File: src/rtl/wshb_arbiter_rr.sv
// Round-robin arbiter sharing one Wishbone slave port between two classic-cycle masters.
// The owner's request is muxed to the slave with no added latency; an ack budget forces rotation.
module wshb_arbiter_rr #(
  parameter int ADDR_W    = 32,
  parameter int DATA_W    = 16,
  parameter int MAX_GRANT = 64
) (
  input  logic                CLK,
  input  logic                NRST,
  input  logic                m0_cyc,
  input  logic                m0_stb,
  input  logic                m0_we,
  input  logic [ADDR_W-1:0]   m0_adr,
  input  logic [DATA_W/8-1:0] m0_sel,
  input  logic [DATA_W-1:0]   m0_dat_ms,
  output logic                m0_ack,
  output logic [DATA_W-1:0]   m0_dat_sm,
  input  logic                m1_cyc,
  input  logic                m1_stb,
  input  logic                m1_we,
  input  logic [ADDR_W-1:0]   m1_adr,
  input  logic [DATA_W/8-1:0] m1_sel,
  input  logic [DATA_W-1:0]   m1_dat_ms,
  output logic                m1_ack,
  output logic [DATA_W-1:0]   m1_dat_sm,
  output logic                s_cyc,
  output logic                s_stb,
  output logic                s_we,
  output logic [ADDR_W-1:0]   s_adr,
  output logic [DATA_W/8-1:0] s_sel,
  output logic [DATA_W-1:0]   s_dat_ms,
  input  logic                s_ack,
  input  logic [DATA_W-1:0]   s_dat_sm,
  output logic [1:0]          grant
);

  localparam int CNT_W = $clog2(MAX_GRANT) + 1;
  localparam logic [CNT_W-1:0] CNT_LAST = CNT_W'(MAX_GRANT - 1);

  typedef enum logic [1:0] {
    IDLE = 2'd0,
    GNT0 = 2'd1,
    GNT1 = 2'd2
  } state_t;

  state_t           state_q, state_d;
  logic             last_q, last_d;   // 1: m1 owned last, so m0 wins a tie
  logic [CNT_W-1:0] cnt_q, cnt_d;

  always_ff @(posedge CLK or negedge NRST) begin
    if (!NRST) begin
      state_q <= IDLE;
      last_q  <= 1'b1;
      cnt_q   <= '0;
    end else begin
      state_q <= state_d;
      last_q  <= last_d;
      cnt_q   <= cnt_d;
    end
  end

  always_comb begin
    state_d = state_q;
    last_d  = last_q;
    cnt_d   = cnt_q;
    case (state_q)
      IDLE: begin
        if (m0_cyc && m1_cyc) state_d = last_q ? GNT0 : GNT1;
        else if (m0_cyc)      state_d = GNT0;
        else if (m1_cyc)      state_d = GNT1;
      end
      GNT0: begin
        if (!m0_cyc) begin
          state_d = m1_cyc ? GNT1 : IDLE;
          last_d  = 1'b0;
          cnt_d   = '0;
        end else if (s_ack) begin
          // Budget spent: rotate only if the other master waits, else saturate.
          if (cnt_q == CNT_LAST) begin
            if (m1_cyc) begin
              state_d = GNT1;
              last_d  = 1'b0;
              cnt_d   = '0;
            end
          end else begin
            cnt_d = cnt_q + 1'b1;
          end
        end
      end
      GNT1: begin
        if (!m1_cyc) begin
          state_d = m0_cyc ? GNT0 : IDLE;
          last_d  = 1'b1;
          cnt_d   = '0;
        end else if (s_ack) begin
          if (cnt_q == CNT_LAST) begin
            if (m0_cyc) begin
              state_d = GNT0;
              last_d  = 1'b1;
              cnt_d   = '0;
            end
          end else begin
            cnt_d = cnt_q + 1'b1;
          end
        end
      end
      default: state_d = IDLE;
    endcase
  end

  // Wishbone classic handshake: a beat transfers when s_cyc & s_stb & s_ack are all high
  // on the same edge; the master holds its request stable until it sees its ack.
  always_comb begin
    s_cyc    = 1'b0;
    s_stb    = 1'b0;
    s_we     = 1'b0;
    s_adr    = '0;
    s_sel    = '0;
    s_dat_ms = '0;
    case (state_q)
      GNT0: begin
        s_cyc    = m0_cyc;
        s_stb    = m0_cyc & m0_stb;
        s_we     = m0_we;
        s_adr    = m0_adr;
        s_sel    = m0_sel;
        s_dat_ms = m0_dat_ms;
      end
      GNT1: begin
        s_cyc    = m1_cyc;
        s_stb    = m1_cyc & m1_stb;
        s_we     = m1_we;
        s_adr    = m1_adr;
        s_sel    = m1_sel;
        s_dat_ms = m1_dat_ms;
      end
      default: ;
    endcase
  end

  assign m0_ack    = (state_q == GNT0) && s_ack;
  assign m1_ack    = (state_q == GNT1) && s_ack;
  assign m0_dat_sm = s_dat_sm;
  assign m1_dat_sm = s_dat_sm;
  assign grant     = {state_q == GNT1, state_q == GNT0};

endmodule

File: config.mk
export PLATFORM = sky130hd
export DESIGN_NAME = wshb_arbiter_rr
export DESIGN_NICKNAME = d
export VERILOG_FILES = /design/src/rtl/wshb_arbiter_rr.sv
export SDC_FILE = /design/constraint.sdc
export NUM_CORES = 1
export LEC_CHECK = 0
export BUFFER_PORTS_ARGS = -buffer_cell sky130_fd_sc_hd__buf_4
export CAP_MARGIN = 20
export CORE_AREA = 2 2 84 86
export CTS_BUF_LIST = sky130_fd_sc_hd__clkbuf_2 sky130_fd_sc_hd__clkbuf_4 sky130_fd_sc_hd__clkbuf_8
export DETAILED_ROUTE_END_ITERATION = 16
export DIE_AREA = 0 0 86 88
export GPL_TIMING_DRIVEN = 0
export HOLD_SLACK_MARGIN = 0.1
export PLACE_DENSITY = 0.68
export SETUP_SLACK_MARGIN = 0.02
export SLEW_MARGIN = 20
export SYNTH_ARGS = -nofsm -noshare
export SYNTH_HDL_FRONTEND = slang
export SYNTH_SLANG_ARGS = --single-unit
File: constraint.sdc
create_clock -name CLK -period 3.7 [get_ports CLK]
set_clock_uncertainty 0.2 [all_clocks]
set_input_delay 0.74 -clock CLK [delete_from_list [all_inputs] [get_ports CLK]]
set_output_delay 0.74 -clock CLK [all_outputs]
set_load 0.1 [all_outputs]
---- Yosys cells after proc, flatten, opt, wreduce, memory -nomap -nowiden ----
Cells that the tools add are included.
storage, ports and cells
  register bits ........................... 10
  latch bits .............................. 0
  RAM bits ................................ 0
  ROM bits ................................ 0
  input bits .............................. 125
  output and inout bits ................... 89
  word-level logic and storage cells ...... 63
  memories ................................ 0
cells by class
  add/sub/neg operators ................... 1
  $mul .................................... 0
  div/mod/pow operators ................... 0
  order comparisons ....................... 0
  eq/ne operators ......................... 11
  shifts and indexed selects .............. 0
  mux-type cells .......................... 38
  bitwise operators ....................... 2
  reduce and logical (&&, ||, !) cells .... 8
operators by type and width
  cell                 number
  $pmux 32 s2          1
  $mux 7               8
  $pmux 16 s2          1
  $mux 2               12
  $pmux 7 s2           1
  $ne 3x3->1 const B   4
  $reduce_and 5->1     2
  $mux 1               9
  $ne 4x4->1 const B   2
  $pmux 1 s2           4
  $add 7x1->7 const B  1
  $eq 7x6->1 const B   1
  $reduce_and 7->1     1
  $ne 3x2->1 const B   2
  $pmux 2 s3           1
  $pmux 2 s2           1
  $logic_and 1x1->1    3
  $and 1x1->1          2
  $eq 2x1->1 const B   1
  $eq 2x2->1 const B   1
  $logic_not 2->1      1
  $reduce_bool 2->1    1

---- Logic depth before layout (Yosys ltp) ----
Gate-level depths: netlist of run 1.
  depth in word-level cells ............... 5
  mapped depth ............................ 8
  mapped depth without buffers ............ 6

---- Worst setup path before layout of run 1 ----
Ideal clock, no wire load.
  path kind ............................... flip-flop to output port
  start ................................... reg state_q[1]
  end ..................................... out s_stb
  arrival ................................. 4222 ps
  data required time ...................... 2760 ps
  setup slack ............................. -1462 ps
  cell stages (with the launch flop) ...... 7
  buffers on the path ..................... 2
  path through ............................ dfrtp_1 inv_1 ha_1 clkbuf_1 clkbuf_1 nand3_1 a21boi_0
on the way
  longest elaborated chain between the ends .. 2
  elaborated cells between the ends (all ways) .. 3
  those cells by class .................... 2 x eq/ne; 1 x mux
ends and longest elaborated chain
  what                      RTL line  source
  start: declaration        46        state_t state_q, state_d;
  start signal: assignment  56        state_q <= state_d;
  $eq 2x1->1                n/a
  net grant[0]              34        output logic [1:0] grant
  $pmux 1 s2                120       case (state_q)
  end: declaration          27        output logic s_stb,
The timed path passes the listed nets, and every way through them passes these cells.

---- Worst setup path in the final report of run 1 ----
  start ................................... reg state_q[0]
  end ..................................... out s_dat_ms[4]
on the way
  longest elaborated chain between the ends .. 2
  elaborated cells between the ends (all ways) .. 3
  those cells by class .................... 2 x eq/ne; 1 x mux
ends and longest elaborated chain
  what                                      RTL line  source
  $eq 2x2->1 or $eq 2x1->1 (tied branches)  120
  $pmux 16 s2 (*)                           120
  end: declaration                          31        output logic [DATA_W-1:0] s_dat_ms,
Every way passes the cells marked *; elsewhere a longest branch is shown, timed or not.

==> results of run 1 <==
## what timing repair did
| action | in CTS | in global routing |
|---|---|---|
| gates resized for setup | 0 | 2 |
| buffers inserted | 0 | 0 |
| endpoints found under the setup margin | 0 | 2 |
## worst paths after layout
kind / cells past startpoint / startpoint / end / slack, ns
max in group asynchronous: 1 / NRST / last_q / 2.97
min: 1 / NRST / cnt_q[1] / 0.11
max reg2reg: 7 / state_q[0] / cnt_q[3] / 1.41
min in group CLK: 1 / cnt_q[6] / cnt_q[6] / 0.29
max: 8 / state_q[0] / s_dat_ms[4] / 0.23
min reg2reg: 1 / cnt_q[6] / cnt_q[6] / 0.29
## area by class of cell
type,instances,area share [%]
repair buffers,196,41.6
multi-input cells,164,36.6
plain buffers,54,9.83
flip-flops and latches,10,7.11
well taps,80,2.83
clock buffers,4,1.56
inverters,4,0.424
## registers in the layout, indices dropped and copies added (netlist names)
register and flops:
cnt_q 7, last_q 1, state_q 2
## cell usage after synthesis (3+ instances only)
cell      number  area share [%]
a21oi_1        9             2.5
inv_1          4            0.85
nor2_1         3            0.63
nor2b_1       51              18
ha_1           5             3.5
nand3_1        3            0.85
dfrtp_1        9              13
and2_1         4             1.4
o21ai_0        4             1.1
buf_4         34              14
a22oi_1       51              22
clkbuf_1      16             3.4
nand2_1        3            0.63
a22o_1         3             1.5
## layout by cell type, fill, tap and decap left out, types with 3 or more instances in the layout
master | synthesis | routed
a22oi_1 | 51 | 51
clkbuf_1 | 16 | 15
o21ai_0 | 4 | 4
nor2b_2 | 0 | 51
a21oi_1 | 9 | 9
clkbuf_8 | 0 | 4
inv_1 | 4 | 4
nand2_1 | 3 | 3
and2_1 | 4 | 4
ha_1 | 5 | 4
dfrtp_1 | 9 | 9
a22o_1 | 3 | 3
nand3_1 | 3 | 3
buf_4 | 34 | 230
nor2_1 | 3 | 3
## through the flow
step | power [uW] | cell area [um^2] | cells
2_1_floorplan | 2810 | 1910 | 232
3_3_place_gp | 3450 | 3480 | 508
3_5_place_dp | 3460 | 3480 | 508
4_1_cts | 3620 | 3540 | 512
5_1_grt | 3780 | 3540 | 512
6_report | 3600 | 3540 | 512
## cells by family after synthesis
| kind of cell | synth area share (%) |
|---|---|
| mux | 1.41 |
| fa+ha+maj | 3.52 |
| simple gates | 26.0 |
| compound gates | 34.5 |
| buf+inv | 20.4 |
| flops | 14.2 |
## power breakdown
part / internal [uW] / switching (uW)
logic: 903 / 2380
clock network: 94.2 / 50.7
registers: 144 / 29.4
total: 1140 / 2460
## per-layer routing
metal / share of wire (%) / GRT usage (%)
met1: 38 / 22.9
met4: 1.8 / 5.92
met3: 9.3 / 4.15
met5: 0 / 0
met2: 51 / 32.7
==> impl_metrics.tcl, run 1 <==
set metrics [dict create \
    biggest_cell_delay_along_the_critical_path_ns 0.42 \
    core.rowCount 30 \
    ctsHoldBuffers 0 \
    crit_path_top_delay_cell "dfrtp_1" \
    cts_made_buffers 3 \
    leakage_power_uw 0.00174 \
    synth_nets 362 \
    post_synth_inst_count 232 \
    minimum_clock_period_after_layout_ns 3.47 \
    syn_area_um2 1780 \
    setup.worst_path.start_class "flop" \
    final.period_utilization_pct 93.7 \
    synth_cell_type_count 40 \
    worst_ep_arrival_time_ns 2.53 \
    dp_hpwl_um 6610 \
    syn_avg_cell_area_um2 7.65 \
    max-vdd-ir-drop_v 0.000524 \
    synth_warnings 0 \
    grt_max_degree 11 \
    crit_path_cell_chain "inv_1, ha_1, buf_2, clkbuf_1, clkbuf_1, a22oi_1, nor2b_2, buf_4" \
    global_route_wire_length_before_repair_um 11400 \
    drt_first_pass_iters 4 \
    clkSlewWorstSetupHoldPaths_ns 0.05 \
    totalNegativeSetupSlack_ns 0 \
    timing.max_slew.rel_slack_pct 66.4 \
    synth.ff_latch_count 10 \
    finalSetupViolCount 0 \
    final-max-slew-violation-count 0 \
    die_outline_width_um 86 \
    multi_input_comb_area_um2 1300 \
    p_per_area_nw_per_um2 1020 \
    floorplan.io_pins 214 \
    buffer_ports.inserted 196 \
    initialDrtViolationCount 59 \
    worstSetupEndpointType "output port" \
    insertedDiodeCount 0 \
    wirelength_um 7850 \
    clk_root_buffer_cell "clkbuf_8" \
    max-cap-violations 0 \
    flow.area_growth_from_synthesis_pct 99.2 \
    place_congestion 0.766 \
    synth-edff-count 0 \
    drt_drc 0 \
    fp.dieH_um 88 \
    clock_tree_from_tritoncts "done" \
    vias 2482 \
    start_util_pct 26.7 \
    final_antenna_net_count 0 \
    ys_async_rst_share_pct 100 \
    hold_ws_ns 0.112 \
    run_status "complete, no violations" \
    report.final.hold_viol_count 0 \
    floorplan.core_area_um2 6640 \
    viasPerCell 4.85 \
    critPathBufInv 5 \
    grt_setup_unrepaired "true" \
    area.sequential_um2 251 \
    critPathRequiredTime_ns 2.76 \
    setup.worst_path.class "flop to output port" \
    critical-path-top-cell-by-count "clkbuf_1" \
    worst-slew-pin-transition_ns 0.504 \
    fillers 645 \
    total_congestion_overflow 0 \
    die_area_um2 7570 \
    dp_worst_setup_slack_ns 0.442 \
    cp_top_family "buffers and inverters" \
    clock_sink_count 10 \
    clock_tree.buffer_depth 2 \
    clock_tree.htree_level_count 1 \
    worst_hold_class "input port to async pin" \
    worstPathMaxFanout 10 \
    layout.nets 563 \
    first_global_vias 2336 \
    final_util_pct 53.2 \
    yosysSeqAreaShare_pct 14.2 \
    groute.usage.overall_pct 18.7 \
    synth-main-ff-cell "dfrtp_1" \
    grt_antenna_before_repair 0 \
    clk_latency_ns 0.24 \
    fmax_mhz 288 \
    avgRoutedWirePerCell_um 15.3 \
    ratio_of_cells_with_drive_above_1_in_the_final_layout_pct 69.0 \
    final_critical_path_setup_slack_ns 0.232 \
]
Note: power is estimated with default switching activity, not from simulation.
==> run 2: changes to the inputs <==
--- a/config.mk
+++ b/config.mk
@@ -7,13 +7,14 @@
 export LEC_CHECK = 0
 export BUFFER_PORTS_ARGS = -buffer_cell sky130_fd_sc_hd__buf_4
 export CAP_MARGIN = 20
-export CORE_AREA = 2 2 84 86
+export CORE_AREA = 2 2 82 84
 export CTS_BUF_LIST = sky130_fd_sc_hd__clkbuf_2 sky130_fd_sc_hd__clkbuf_4 sky130_fd_sc_hd__clkbuf_8
 export DETAILED_ROUTE_END_ITERATION = 16
-export DIE_AREA = 0 0 86 88
+export DIE_AREA = 0 0 84 86
 export GPL_TIMING_DRIVEN = 0
 export HOLD_SLACK_MARGIN = 0.1
-export PLACE_DENSITY = 0.68
+export PLACE_DENSITY = 0.71
+export REMOVE_ABC_BUFFERS = 1
 export SETUP_SLACK_MARGIN = 0.02
 export SLEW_MARGIN = 20
 export SYNTH_ARGS = -nofsm -noshare
==> run 2 against run 1 <==
  * Flip-flop and latch count is the same
  * Clock-buffer cell count stayed put
  * Clock power decreased by 12%
  * Power is 9.3% lower
  * Sequential share of layout area up 1.7 points
  * Worst hold slack improved by 0.010 ns
  * Die area fell by 4.5%
  * Cell area is 19% lower
  * Critical endpoint is now s_stb
  * Largest power group unchanged
  * Highest routed layer is now met5
==> impl_metrics.tcl, run 2 (synthesized netlist as in run 1, its figures left out) <==
set metrics [dict create \
    run_status "complete, no violations" \
    setup.worst_path.class "flop to output port" \
    post-place-cells 422 \
    worst-slew-pin-transition_ns 0.764 \
    vias 2176 \
    timing.max_slew.rel_slack_pct 49.1 \
    post_layout_nonfiller_instances 426 \
    layout.cells.most_common_list "buf_4 (165), a22oi_1 (51), nor2b_1 (51)" \
    leakage_power_uw 0.00136 \
    layout.nets 480 \
    cts_repair_resize_count 0 \
    clock_sink_count 10 \
    crit_path_start "state_q[0]" \
    clock_tree.buffer_depth 2 \
    die_outline_width_um 84 \
    report.final.hold_viol_count 0 \
    final.period_utilization_pct 89.6 \
    crit_path_cell_chain "inv_1, ha_2, buf_12, nand3_1, a21boi_0, buf_4" \
    groute.usage.overall_pct 20.1 \
    drt_first_pass_iters 4 \
    final_area_um2 2860 \
    cts_post_setup_buffers_inserted 0 \
    clk_root_buffer_cell "clkbuf_8" \
    global_route_wire_length_before_repair_um 11400 \
    power_uw 3260 \
    die_area_um2 7220 \
    total_congestion_overflow 0 \
    ratio_of_cells_with_drive_above_1_in_the_final_layout_pct 51.9 \
    p_per_area_nw_per_um2 1140 \
    final_util_pct 45.6 \
    flow.area_growth_from_synthesis_pct 61.1 \
    cts_made_buffers 3 \
    ctsHoldBuffers 0 \
    initialDrtViolationCount 59 \
    clk_latency_ns 0.24 \
    drt_drc 0 \
    final_antenna_net_count 0 \
    max-cap-violations 0 \
    avgRoutedWirePerCell_um 18.5 \
    wirelength_um 7880 \
    final-max-slew-violation-count 0 \
    start_util_pct 28.3 \
    biggest_cell_delay_along_the_critical_path_ns 0.58 \
    critPathRequiredTime_ns 2.76 \
    largestRegisters "cnt_q x7, state_q x2, last_q x1" \
    clock_tree.htree_level_count 1 \
    place_congestion 0.809 \
    grt_setup_unrepaired "false" \
    clkSlewWorstSetupHoldPaths_ns 0.05 \
    worst_r2r_startpoint "state_q[0]" \
    fmax_mhz 302 \
    dp_hpwl_um 6330 \
    worstPathMaxFanout 31 \
    max-vdd-ir-drop_v 0.000874 \
    floorplan.io_pins 214 \
    setup.worst_path.start_class "flop" \
    insertedDiodeCount 0 \
    finalSetupViolCount 0 \
    floorplan.core_area_um2 6280 \
    crit_path_top_delay_cell "ha_2" \
    clock_tree_from_tritoncts "done" \
    grt_max_degree 55 \
    largest_register_ffs 7 \
    viasPerCell 5.11 \
    worstSetupEndpointType "output port" \
    grt_antenna_before_repair 0 \
    fp.dieH_um 86 \
    core.rowCount 29 \
    layout.cells.most_common "buf_4" \
    placed_area_um2 2810 \
    minimum_clock_period_after_layout_ns 3.31 \
    worst_ep_arrival_time_ns 2.37 \
    worst_hold_class "input port to async pin" \
    first_global_vias 2028 \
    registers.top_by_ff_count "cnt_q" \
    buffer_ports.inserted 165 \
]
run 2: cell types whose count changed in the layout (fill, tap and decap cells not counted), moves of 2 or more:
cell | previous run | this run
buf_4 | 230 | 165
nor2b_1 | 0 | 51
nor2b_2 | 51 | 0
clkbuf_1 | 15 | 0
buf_12 | 0 | 2
buf_6 | 2 | 0
ha_1 | 4 | 2
ha_2 | 1 | 3
run 2: worst paths after layout:
kind | to | slack, ns | depth (start not counted)
max | s_stb | 0.39 | 6
min | cnt_q[0] | 0.12 | 1
max reg2reg | cnt_q[3] | 0.95 | 7
min reg2reg | cnt_q[6] | 0.28 | 1
max in group asynchronous | last_q | 2.95 | 1
min in group CLK | cnt_q[6] | 0.28 | 1
run 2: cell type report:
class / count / area [um^2]
fill: 636 / 3420
sequential: 10 / 251
multi-input combinational: 164 / 1170
clock buffer: 4 / 48.8
inverter: 4 / 15.0
tap: 77 / 96.3
timing repair buffer: 167 / 1280
run 2: per-layer routing:
metal / GRT usage (%) / wire length, um / vias up
met2: 32.7 / 3740 / 128
met4: 5.72 / 112 / 2
met3: 11.3 / 1020 / 10
met1: 22.2 / 2960 / 996
li1: - / - / 1040
met5: 6.99 / 52 / -
run 2: through the flow:
step                      TNS (ns)  setup slack, ns  hold slack [ns]
after floorplan             -64.52            -1.92            0.244
after global placement      -10.29           -0.314            0.273
after detailed placement         0            0.628            0.274
after CTS                        0            0.362            0.122
after global routing             0            0.227            0.126
final                            0            0.386            0.122
run 2: worst max-delay path: cells and delay by family (launching register included):
family / cells / cell delay, ns
AOI/OAI and AO/OA: 1 / 0.32
adders and majority gates: 1 / 0.58
DFF: 1 / 0.41
and+or+nand+nor: 1 / 0.09
buffers and inverters: 3 / 0.73
run 2: power by group:
| group | leakage [uW] | switching (uW) | internal (uW) | total, uW |
|---|---|---|---|---|
| clock | 0.0000262 | 44.5 | 82.9 | 127 |
| sequential | 0.000131 | 28.6 | 144 | 172 |
| combinational | 0.00120 | 2190 | 775 | 2970 |
==> run 3: changes to the inputs <==
--- a/config.mk
+++ b/config.mk
@@ -5,15 +5,16 @@
 export SDC_FILE = /design/constraint.sdc
 export NUM_CORES = 1
 export LEC_CHECK = 0
+export ABC_AREA = 1
 export BUFFER_PORTS_ARGS = -buffer_cell sky130_fd_sc_hd__buf_4
 export CAP_MARGIN = 20
-export CORE_AREA = 2 2 82 84
+export CORE_AREA = 2 2 83 85
 export CTS_BUF_LIST = sky130_fd_sc_hd__clkbuf_2 sky130_fd_sc_hd__clkbuf_4 sky130_fd_sc_hd__clkbuf_8
 export DETAILED_ROUTE_END_ITERATION = 16
-export DIE_AREA = 0 0 84 86
+export DIE_AREA = 0 0 85 87
 export GPL_TIMING_DRIVEN = 0
 export HOLD_SLACK_MARGIN = 0.1
-export PLACE_DENSITY = 0.71
+export PLACE_DENSITY = 0.7
 export REMOVE_ABC_BUFFERS = 1
 export SETUP_SLACK_MARGIN = 0.02
 export SLEW_MARGIN = 20
==> run 3 against run 2 <==
  * Sequential share of layout area decreased by 0.17 points
  * Flip-flop and latch count unchanged
  * Routed wire length decreased by 12%
  * Non-clock buffer count unchanged
  * Register-to-register slack improved by 0.76 ns
  * Critical endpoint is now s_dat_ms[6]
==> impl_metrics.tcl, run 3 <==
set metrics [dict create \
    run_status "complete, no violations" \
    die_outline_width_um 85 \
    clk_latency_ns 0.24 \
    synthTopCellsByCount "nand2_1 (144), a21oi_1 (54), buf_4 (36)" \
    vias 2437 \
    dp_hpwl_um 5570 \
    synth-main-ff-cell "dfrtp_1" \
    final_critical_path_setup_slack_ns 0.613 \
    grt_antenna_before_repair 0 \
    grt_setup_unrepaired "false" \
    flow.area_growth_from_synthesis_pct 60.1 \
    dp_worst_setup_slack_ns 0.868 \
    syn_area_um2 1820 \
    registers.top_by_ff_count "cnt_q" \
    groute.usage.overall_pct 16.7 \
    post-place-cells 528 \
    minimum_clock_period_after_layout_ns 3.09 \
    finalSetupViolCount 0 \
    clock_sink_count 10 \
    report.final.hold_viol_count 0 \
    ctsHoldBuffers 0 \
    drt_drc 0 \
    max-vdd-ir-drop_v 0.000803 \
    crit_path_top_delay_cell "inv_2" \
    power_uw 3140 \
    ys_async_rst_share_pct 100 \
    worst_ep_arrival_time_ns 2.15 \
    worstPathMaxFanout 53 \
    clock_tree.htree_level_count 1 \
    floorplan.io_pins 214 \
    floorplan.core_area_um2 6570 \
    buffer_ports.inserted 165 \
    ratio_of_cells_with_drive_above_1_in_the_final_layout_pct 41.2 \
    synth.most_common_cell "nand2_1" \
    synth.ff_latch_count 10 \
    final_antenna_net_count 0 \
    largestRegisters "cnt_q x7, state_q x2, last_q x1" \
    core.rowCount 30 \
    avgRoutedWirePerCell_um 13.1 \
    timing.max_slew.rel_slack_pct 42.3 \
    critPathRequiredTime_ns 2.76 \
    synth_top_area_share_pct 29.7 \
    largest_register_ffs 7 \
    biggest_cell_delay_along_the_critical_path_ns 0.63 \
    syn_avg_cell_area_um2 5.47 \
    worst_hold_class "input port to async pin" \
    placed_area_um2 2860 \
    global_route_wire_length_before_repair_um 10100 \
    post-synth-top-area-cell "nand2_1" \
    synth-edff-count 0 \
    worst-slew-pin-transition_ns 0.865 \
    post_layout_nonfiller_instances 532 \
    setup.worst_path.start_class "flop" \
    synth_cell_type_count 27 \
    layout.cells.most_common "buf_4" \
    viasPerCell 4.58 \
    final-max-slew-violation-count 0 \
    fmax_mhz 324 \
    leakage_power_uw 0.00152 \
    initialDrtViolationCount 84 \
    setup.worst_path.class "flop to output port" \
    fp.dieH_um 87 \
    wirelength_um 6970 \
    layout.nets 583 \
    clock_tree.buffer_depth 2 \
    final_area_um2 2920 \
    worstSetupEndpointType "output port" \
    cts_post_setup_buffers_inserted 0 \
    synth.top_cells.by_area "nand2_1 (30%), a21oi_1 (15%), buf_4 (15%)" \
    start_util_pct 27.7 \
    grt_max_degree 54 \
    place_congestion 0.860 \
    total_congestion_overflow 0 \
    yosysSeqAreaShare_pct 13.8 \
    drt_first_pass_iters 6 \
    clkSlewWorstSetupHoldPaths_ns 0.05 \
    first_global_vias 2108 \
    final.period_utilization_pct 83.4 \
    synth_warnings 0 \
    layout.cells.most_common_list "buf_4 (165), nand2_1 (144), a21oi_1 (54)" \
    clk_root_buffer_cell "clkbuf_8" \
    crit_path_cell_chain "inv_1, ha_1, inv_2, a21oi_1, buf_4" \
    clock_tree_from_tritoncts "done" \
    insertedDiodeCount 0 \
    cts_repair_resize_count 0 \
    cts_made_buffers 3 \
    die_area_um2 7400 \
    max-cap-violations 0 \
    post_synth_inst_count 333 \
    p_per_area_nw_per_um2 1080 \
]
-- run 3: cell count changes after synthesis, moves of 3 or more --
cell	delta
a22o_1	-3
and2_1	-4
a21oi_1	+45
nand2_2	+3
nor2b_1	-51
o21ai_0	+3
nand4_1	+3
a22oi_1	-50
nand3_1	+12
inv_1	+17
clkbuf_1	-6
nand2_1	+141
buf_2	+4
-- run 3: cell type report --
cell class | instances | area, um^2
inverter | 23 | 86.3
tap | 80 | 100
timing repair buffer | 167 | 1280
clock buffer | 4 | 55.1
sequential | 10 | 251
fill | 699 | 3650
multi-input combinational | 248 | 1140
-- run 3: layer usage --
layer | part of all wire (%) | up-vias | global-route usage [%]
li1 | - | 1260 | -
met1 | 41 | 1053 | 21.7
met2 | 48 | 120 | 25.9
met3 | 11 | 4 | 6.92
met4 | 0.46 | 0 | 3.46
met5 | 0 | - | 2.10
-- run 3: report_power, final --
group	total [uW]	internal [uW]	switching, uW
clock network	135	93.4	41.8
logic	2840	574	2270
registers	168	139	29.1
-- run 3: worst paths after layout --
kind	startpoint	end	slack [ns]	depth (start not counted)
setup / recovery	state_q[0]	s_dat_ms[6]	0.61	5
hold / removal	NRST	cnt_q[6]	0.12	1
setup reg to reg	state_q[0]	cnt_q[6]	1.71	8
hold reg to reg	last_q	last_q	0.27	2
max in group asynchronous	NRST	last_q	2.95	1
min in group CLK	last_q	last_q	0.27	2
-- run 3: stage by stage --
step / util, % / TNS (ns) / hold slack (ns)
6_report: 44.4 / 0 / 0.123
4_1_cts: 44.4 / 0 / 0.122
5_1_grt: 44.4 / 0 / 0.124
2_1_floorplan: - / -58.37 / 0.242
3_5_place_dp: 43.6 / 0 / 0.260
3_3_place_gp: 42.9 / -0.222 / 0.257
-- run 3: logic make-up (layout without fill, tap and decap cells) --
kind of cell | Yosys count | in the layout | share of synthesized area, %
adders and majority gates | 5 | 5 | 3.43
DFF | 10 | 10 | 13.8
AOI/OAI and AO/OA | 67 | 67 | 19.2
buffers and inverters | 75 | 194 | 23.6
and+or+nand+nor | 176 | 176 | 40.0
-- run 3: critical path: cells and delay by family, from the launching register on --
| family | cells | cell delay (ns) |
|---|---|---|
| AO/OA/AOI/OAI | 1 | 0.15 |
| adder cells (fa/ha/maj) | 1 | 0.33 |
| buffers and inverters | 3 | 1.02 |
| flip-flops | 1 | 0.40 |
